**config.mk**
```make
export PLATFORM = sky130hd
export DESIGN_NAME = id_ex_pipe
export DESIGN_NICKNAME = d
export VERILOG_FILES = /design/src/rtl/id_ex_pipe.sv
export SDC_FILE = /design/constraint.sdc
export NUM_CORES = 1
export LEC_CHECK = 0
export BUFFER_PORTS_ARGS = -buffer_cell sky130_fd_sc_hd__clkbuf_2
export CAP_MARGIN = 40
export CORE_MARGIN = 1.5
export CORE_UTILIZATION = 25
export DETAILED_ROUTE_END_ITERATION = 10
export PLACE_DENSITY = 0.58
export SKIP_LAST_GASP = 1
export SYNTH_ARGS = -nofsm -noshare
export SYNTH_HDL_FRONTEND = slang
export SYNTH_SLANG_ARGS = --single-unit
```
**constraint.sdc**
```tcl
create_clock -name clk -period 11.5 [get_ports clk]
set_input_delay 1.725 -clock clk [delete_from_list [all_inputs] [get_ports clk]]
set_output_delay 1.725 -clock clk [all_outputs]
set_load 0.01 [all_outputs]
```
**src/rtl/id_ex_pipe.sv**
```systemverilog
// id_ex_pipe : ID/EX pipeline register with load-use hazard detection.
//
// Captures the decode-stage control bits, operands and register indices into
// the EX stage. It also raises hazard_stall, which freezes PC and IF/ID:
//    - when the instruction in EX is a load whose destination feeds the
//      instruction in ID (load-use), or
//    - when the downstream logic is busy (stall_in) and ID holds a real
//      instruction.
//
// Update priority on each clock edge: flush > stall_in > load-use bubble > load.
// A flush or a bubble clears every EX field to zero.
//
// Ports
//    clk, reset                       clock; async active-high reset
//    id_valid, decode controls        Branch..Shift, ALUOp
//    id_pc/rd1/rd2/imm                XLEN-wide data fields
//    id_rs1/rs2/rd, id_funct4         register indices, {instr[30], funct3}
//    flush, stall_in                  kill / hold the EX contents
//    ex_*                             registered copies of the id_* inputs
//    hazard_stall                     combinational freeze request
//
// Optional feature: define ID_EX_PERF_EN to add two 32-bit counters,
// perf_bubbles and perf_flushes. They wrap around and do not advance while
// the stage is held by stall_in.

module id_ex_pipe #(
   parameter int XLEN = 64
) (
   input  logic            clk,
   input  logic            reset,
   input  logic            id_valid,
   input  logic            Branch,
   input  logic            MemRead,
   input  logic            MemtoReg,
   input  logic            MemWrite,
   input  logic            ALUSrc,
   input  logic            RegWrite,
   input  logic            Shift,
   input  logic [1:0]      ALUOp,
   input  logic [XLEN-1:0] id_pc,
   input  logic [XLEN-1:0] id_rd1,
   input  logic [XLEN-1:0] id_rd2,
   input  logic [XLEN-1:0] id_imm,
   input  logic [4:0]      id_rs1,
   input  logic [4:0]      id_rs2,
   input  logic [4:0]      id_rd,
   input  logic [3:0]      id_funct4,
   input  logic            flush,
   input  logic            stall_in,
   output logic            ex_valid,
   output logic            ex_Branch,
   output logic            ex_MemRead,
   output logic            ex_MemtoReg,
   output logic            ex_MemWrite,
   output logic            ex_ALUSrc,
   output logic            ex_RegWrite,
   output logic            ex_Shift,
   output logic [1:0]      ex_ALUOp,
   output logic [XLEN-1:0] ex_pc,
   output logic [XLEN-1:0] ex_rd1,
   output logic [XLEN-1:0] ex_rd2,
   output logic [XLEN-1:0] ex_imm,
   output logic [4:0]      ex_rs1,
   output logic [4:0]      ex_rs2,
   output logic [4:0]      ex_rd,
   output logic [3:0]      ex_funct4,
   output logic            hazard_stall
`ifdef ID_EX_PERF_EN
   ,
   output logic [31:0]     perf_bubbles,
   output logic [31:0]     perf_flushes
`endif
);

   typedef struct packed {
      logic            valid;
      logic            branch;
      logic            memread;
      logic            memtoreg;
      logic            memwrite;
      logic            alusrc;
      logic            regwrite;
      logic            shift;
      logic [1:0]      aluop;
      logic [XLEN-1:0] pc;
      logic [XLEN-1:0] rd1;
      logic [XLEN-1:0] rd2;
      logic [XLEN-1:0] imm;
      logic [4:0]      rs1;
      logic [4:0]      rs2;
      logic [4:0]      rd;
      logic [3:0]      funct4;
   } ex_t;

   ex_t  ex_q;
   ex_t  id_d;
   logic id_uses_rs2;
   logic load_use;
   logic bubble;

   // Stores and branches read rs2 even though ALUSrc selects the immediate.
   assign id_uses_rs2 = ~ALUSrc | MemWrite | Branch;

   // ex_q.valid is cleared while reset is high, so this term is already 0
   // during reset.
   assign load_use = id_valid & ex_q.valid & ex_q.memread & (ex_q.rd != 5'd0) &
                     ((ex_q.rd == id_rs1) | (id_uses_rs2 & (ex_q.rd == id_rs2)));

   // stall_in is an external input and can be high during reset, so this
   // output is also masked by reset directly.
   assign hazard_stall = ~reset & (load_use | (stall_in & id_valid));

   // A bubble is inserted only when the stage is not already held or flushed.
   assign bubble = load_use & ~stall_in & ~flush;

   // Control bits are qualified by id_valid. Data fields load regardless,
   // because they are ignored whenever valid is 0.
   always_comb begin
      id_d          = '0;
      id_d.valid    = id_valid;
      id_d.branch   = id_valid & Branch;
      id_d.memread  = id_valid & MemRead;
      id_d.memtoreg = id_valid & MemtoReg;
      id_d.memwrite = id_valid & MemWrite;
      id_d.alusrc   = id_valid & ALUSrc;
      id_d.regwrite = id_valid & RegWrite & (id_rd != 5'd0);
      id_d.shift    = id_valid & Shift;
      id_d.aluop    = id_valid ? ALUOp : 2'b00;
      id_d.pc       = id_pc;
      id_d.rd1      = id_rd1;
      id_d.rd2      = id_rd2;
      id_d.imm      = id_imm;
      id_d.rs1      = id_rs1;
      id_d.rs2      = id_rs2;
      id_d.rd       = id_rd;
      id_d.funct4   = id_funct4;
   end

   always_ff @(posedge clk or posedge reset) begin
      if (reset) begin
         ex_q <= '0;
      end else if (flush || bubble) begin
         ex_q <= '0;
      end else if (!stall_in) begin
         ex_q <= id_d;
      end
   end

   assign ex_valid    = ex_q.valid;
   assign ex_Branch   = ex_q.branch;
   assign ex_MemRead  = ex_q.memread;
   assign ex_MemtoReg = ex_q.memtoreg;
   assign ex_MemWrite = ex_q.memwrite;
   assign ex_ALUSrc   = ex_q.alusrc;
   assign ex_RegWrite = ex_q.regwrite;
   assign ex_Shift    = ex_q.shift;
   assign ex_ALUOp    = ex_q.aluop;
   assign ex_pc       = ex_q.pc;
   assign ex_rd1      = ex_q.rd1;
   assign ex_rd2      = ex_q.rd2;
   assign ex_imm      = ex_q.imm;
   assign ex_rs1      = ex_q.rs1;
   assign ex_rs2      = ex_q.rs2;
   assign ex_rd       = ex_q.rd;
   assign ex_funct4   = ex_q.funct4;

`ifdef ID_EX_PERF_EN
   always_ff @(posedge clk or posedge reset) begin
      if (reset) begin
         perf_bubbles <= '0;
         perf_flushes <= '0;
      end else begin
         if (bubble) perf_bubbles <= perf_bubbles + 32'd1;
         if (flush)  perf_flushes <= perf_flushes + 32'd1;
      end
   end
`endif

endmodule

```
* After elaboration in Yosys (flattened, before gate mapping)
Index checks and enable logic that the tools add are counted.
** Word-level totals
- Output and inout bits :: 286
- Word-level logic and storage cells :: 51
- Bits of input ports :: 289
- Register bits after elaboration :: 285
** Operators by class
- Eq/ne operators :: 3
- Muxes and demuxes :: 3
- Bitwise logic cells :: 25
- Reductions and logical operators :: 3
** Operators with widths (number)
- two-way mux 285 bit :: 2
- AND 1 bit :: 17
- equality test 5 bit :: 2
- nonzero test 5 bit :: 2
- NOT 1 bit :: 4
- OR 1 bit :: 4
- two-way mux 2 bit :: 1
- != test 2 x 1 -> 1 bit (second input constant) :: 1
- logical OR 1 bit :: 1

* Longest topological paths before layout
- Depth in word-level cells :: 10
- Gate-level depth with buffers :: 6
- Depth with buffers taken out :: 4

* Least setup slack after synthesis
No wires, ideal clock.
- Path type :: input to output
- From :: in reset
- To :: out hazard_stall
- Buffers on the path :: 0
- Arrival :: 8.341 ns
- Setup slack :: 1.434 ns
- Stages on the path :: 2
- Cells stage by stage :: inv_1 > a32o_1
** Between the ends
- Longest elaborated chain between the ends :: 2
** Ends and longest elaborated chain
- start: declaration :: line 30 : input logic reset,
- NOT 1 bit :: line 111 : assign hazard_stall = ~reset & (load_use | (stall_in & id_valid));
- AND 1 bit :: line 111
- end: declaration :: line 67 : output logic hazard_stall
No other way between the ends.

* Worst setup path in the final report
- From :: in id_rs2[2]
- To :: out hazard_stall
** Between the ends
- Longest elaborated chain between the ends :: 6
** Ends and longest elaborated chain
- start: declaration :: line 45 : input logic [4:0] id_rs2,
- equality test 5 bit :: line 107 : ((ex_q.rd == id_rs1) | (id_uses_rs2 & (ex_q.rd == id_rs2)));
- AND 1 bit :: line 107
- OR 1 bit :: line 107
- AND 1 bit :: line 106 : assign load_use = id_valid & ex_q.valid & ex_q.memread & (ex_q.rd != 5'd0) &
- OR 1 bit :: line 111
- AND 1 bit :: line 111
No other way between the ends.

==> insert_results.sql <==
INSERT INTO impl_metrics (metric_group, metric, value, unit) VALUES
('global_route', 'initial_antenna_violation_count', '2', ''),
('critical_path', 'timing.critical_path.arrival', '3.26', 'ns'),
('logic_synthesis', 'synth_compound_area_share', '31.1', '%'),
('timing', 'final_cycle_share', '43.4', '%'),
('logic_synthesis', 'synth-main-ff-cell', 'sky130_fd_sc_hd__dfrtp_1', ''),
('logic_synthesis', 'ys_seq_area_share', '45.8', '%'),
('pwr', 'design_power_total', '2.92', 'mW'),
('timing', 'clock.fmax', '0.200', 'GHz'),
('critical_path', 'critPathBufInv', '3', ''),
('critical_path', 'start_kind', 'input port', ''),
('logic_synthesis', 'yosys.area_share.adder', '0', '%'),
('logic_synthesis', 'synth_top_area_share', '45.8', '%'),
('critical_path', 'critical-path-max-stage-delay', '0.44', 'ns'),
('finish', 'design.final.nets', '2374', ''),
('logic_synthesis', 'netlist_area', '15600', 'um2'),
('place', 'gp_congestion', '0.808', ''),
('timing', 'timing.hold.ws', '0.494', 'ns'),
('clock_tree', 'cts_tree', 'yes', ''),
('timing', 'timing.clock.skew', '0.0192', 'ns'),
('critical_path', 'worst_r2r_endpoint', 'ex_rd1[12]', ''),
('logic_synthesis', 'netlist_instances', '1675', ''),
('die', 'core.rowCount', '91', ''),
('logic_synthesis', 'postSynth.asyncResetShare', '100', '%'),
('die', 'die_w', '253', 'um'),
('timing', 'worst_slew_pin_slew', '1.03', 'ns'),
('routing', 'detail_route.wl_per_cell', '19.3', 'um'),
('die', 'die_area', '63800', 'um2'),
('clock_tree', 'clock-root-buffer', 'sky130_fd_sc_hd__clkbuf_16', ''),
('critical_path', 'crit_end', 'hazard_stall', ''),
('critical_path', 'slowest_stage', 'sky130_fd_sc_hd__buf_4', ''),
('clock_tree', 'cts-htree-levels', '2', ''),
('clock_tree', 'clockBufferDepth', '3', ''),
('clock_tree', 'cts.hold.buffers_added', '0', ''),
('critical_path', 'critical-path-top-delay-family', 'buffers and inverters', ''),
('logic_synthesis', 'ys_ff_latch', '285', ''),
('clock_tree', 'clkSlewWorstSetupHoldPaths', '0.06', 'ns'),
('logic_synthesis', 'synth_enable_flop_cells', '0', ''),
('critical_path', 'timing.critical_path.cells', 'clkbuf_2 -> xnor2_1 -> nand4_1 -> o22ai_4 -> buf_4 -> a32o_1 -> clkbuf_2', ''),
('timing', 'finalWorstPathRequiredPeriod', '4.99', 'ns'),
('critical_path', 'critical_path_cell_count', '7', ''),
('clock_tree', 'clk_latency', '0.54', 'ns'),
('logic_synthesis', 'synth-xor-area-share', '0.563', '%'),
('routing', 'drt_first_iter_violations', '1310', ''),
('critical_path', 'cp_common_cell', 'sky130_fd_sc_hd__clkbuf_2', ''),
('clock_tree', 'cts_resized', '0', ''),
('logic_synthesis', 'post_synth_main_area_contributors', 'sky130_fd_sc_hd__dfrtp_1 (46%), sky130_fd_sc_hd__o41ai_1 (15%), sky130_fd_sc_hd__nor3_1 (8.8%)', ''),
('timing', 'setup-tns-final', '0', 'ns'),
('logic_synthesis', 'most_repeated_cell_in_the_gate_level_netlist_after_synthesis', 'sky130_fd_sc_hd__dfrtp_1', ''),
('clock_tree', 'postCtsSetupBuffers', '0', ''),
('logic_synthesis', 'synth_nets', '1964', ''),
('min_path', 'timing.hold.worst.class', 'flip-flop to flip-flop', ''),
('timing', 'setup-violations-final', '0', ''),
('finish', 'syn_to_final_growth', '29.8', '%'),
('logic_synthesis', 'synth_cell_type_count', '25', ''),
('timing', 'grt_setup_unrepaired', 'false', ''),
('global_route', 'maximum_number_of_pins_on_one_net_before_global_route_repair', '201', ''),
('critical_path', 'worst_setup_path_startpoint', 'id_rs2[2]', ''),
('global_route', 'number_of_global_route_vias_before_repair', '15100', ''),
('critical_path', 'reg2reg_slack', '7.75', 'ns'),
('routing', 'route.antenna.remaining_nets', '0', ''),
('die', 'die-height', '253', 'um'),
('routing', 'detailedRoute.firstPassIterationCount', '5', ''),
('routing', 'finalWirelength', '57000', 'um'),
('finish', 'n_fill_cell', '6362', ''),
('global_route', 'grt-ovfl-total', '0', ''),
('timing', 'finalMaxSlewViolations', '0', ''),
('finish', 'antenna_cells', '0', ''),
('routing', 'total_number_of_vias', '15800', ''),
('status', 'outcome', 'complete, no violations', ''),
('global_route', 'grt_util_all_layers', '16.9', '%'),
('critical_path', 'timing_worst_setup_path_type', 'input port to output pin', '');
==> per-stage QoR <==
stage,util (%),instance area [um2],instances,worst slack [ns]
2_1_floorplan,-,15600,1675,1.43
3_3_place_gp,30.5,18800,2876,6.50
3_5_place_dp,30.8,19000,2884,6.51
4_1_cts,32.8,20200,2948,6.50
5_1_grt,32.8,20200,2948,6.41
6_report,32.8,20200,2948,6.51
==> cell families (layout without fill, tap and decap cells) <==
| family | Yosys count | count (layout) |
|---|---|---|
| flip-flops | 285 | 285 |
| AND/OR/NAND/NOR | 293 | 293 |
| AO/OA/AOI/OAI | 575 | 575 |
| buffers and inverters | 512 | 948 |
| XOR/XNOR | 10 | 10 |
==> metal layers <==
layer	global-route usage, %	share of wire (%)	wire length (um)	vias to the layer above
met4	6.01	3.1	1790	2
met5	0	0.023	13	-
met2	27.1	47	26800	701
met3	4.65	8.5	4860	97
li1	-	-	-	7312
met1	21.7	41	23600	7699
==> cell type report <==
cell class	count	area [um2]	area share, %
repair buffers	606	3330	16.5
multi-input cells	878	6430	31.8
well taps	837	1050	5.18
inverters	278	1050	5.21
clock inverters	13	154	0.762
flip-flops and latches	285	7130	35.3
clock buffers	51	1060	5.24
==> report_power, final <==
group / switching [mW] / internal [mW] / total [mW]
clock network: 0.463 / 0.710 / 1.17
logic: 0.357 / 0.218 / 0.575
registers: 0.0698 / 1.10 / 1.17
total: 0.890 / 2.03 / 2.92
==> worst register-to-register path, delay by kind of cell, from the launching register on <==
family | cells | cell delay, ns
compound gates | 2 | 0.45
xor+xnor | 1 | 0.21
buf+inv | 3 | 1.80
flops | 1 | 0.88
simple gates | 1 | 0.24
==> sequential cells by signal, indices dropped and copies added (netlist names) <==
register,count
ex_rs1,5
ex_Branch,1
ex_MemtoReg,1
ex_rd2,64
ex_rd1,64
ex_MemRead,1
ex_rs2,5
ex_ALUSrc,1
ex_RegWrite,1
ex_valid,1
ex_pc,64
ex_ALUOp,2
ex_imm,64
ex_Shift,1
ex_rd,5
ex_funct4,4
ex_MemWrite,1
==> cells in the final DEF, fill, tap and decap left out <==
cell                         instances
sky130_fd_sc_hd__bufinv_16           3
sky130_fd_sc_hd__inv_4               1
sky130_fd_sc_hd__buf_16              8
sky130_fd_sc_hd__clkinv_4            1
sky130_fd_sc_hd__nor2_1              1
sky130_fd_sc_hd__clkbuf_8            8
sky130_fd_sc_hd__nor3b_2             1
sky130_fd_sc_hd__o2111ai_4           1
sky130_fd_sc_hd__buf_8               2
sky130_fd_sc_hd__buf_12              3
sky130_fd_sc_hd__dfrtp_1           285
sky130_fd_sc_hd__a32oi_1           157
sky130_fd_sc_hd__or4_1               1
sky130_fd_sc_hd__clkbuf_16          37
sky130_fd_sc_hd__clkinv_2            6
sky130_fd_sc_hd__o21ai_0            11
sky130_fd_sc_hd__a21boi_0            1
sky130_fd_sc_hd__o22ai_4             1
sky130_fd_sc_hd__clkbuf_2          572
sky130_fd_sc_hd__nand2b_1            1
sky130_fd_sc_hd__nor4_1              1
sky130_fd_sc_hd__inv_6               2
sky130_fd_sc_hd__nor2b_4             1
sky130_fd_sc_hd__buf_4              21
sky130_fd_sc_hd__nand2_1            10
sky130_fd_sc_hd__xnor2_1            10
sky130_fd_sc_hd__a32o_1              1
sky130_fd_sc_hd__clkbuf_1            6
sky130_fd_sc_hd__nand4_1             1
sky130_fd_sc_hd__nor3_1            275
sky130_fd_sc_hd__inv_1             276
sky130_fd_sc_hd__clkinvlp_4          1
sky130_fd_sc_hd__nand3_1             1
sky130_fd_sc_hd__o41ai_1           275
sky130_fd_sc_hd__inv_8               1
sky130_fd_sc_hd__a22oi_1           128
==> how the worst min path moves through the flow <==
stage,start,end,slack (ns)
floorplan,ex_ALUOp[0],ex_ALUOp[0],0.53
global placement,ex_ALUOp[1],ex_ALUOp[1],0.48
detailed placement,ex_Shift,ex_Shift,0.48
CTS,ex_Shift,ex_Shift,0.49
global route,ex_ALUSrc,ex_ALUSrc,0.53
finish,ex_Shift,ex_Shift,0.49
No activity file was read; power rests on OpenSTA's default activity.
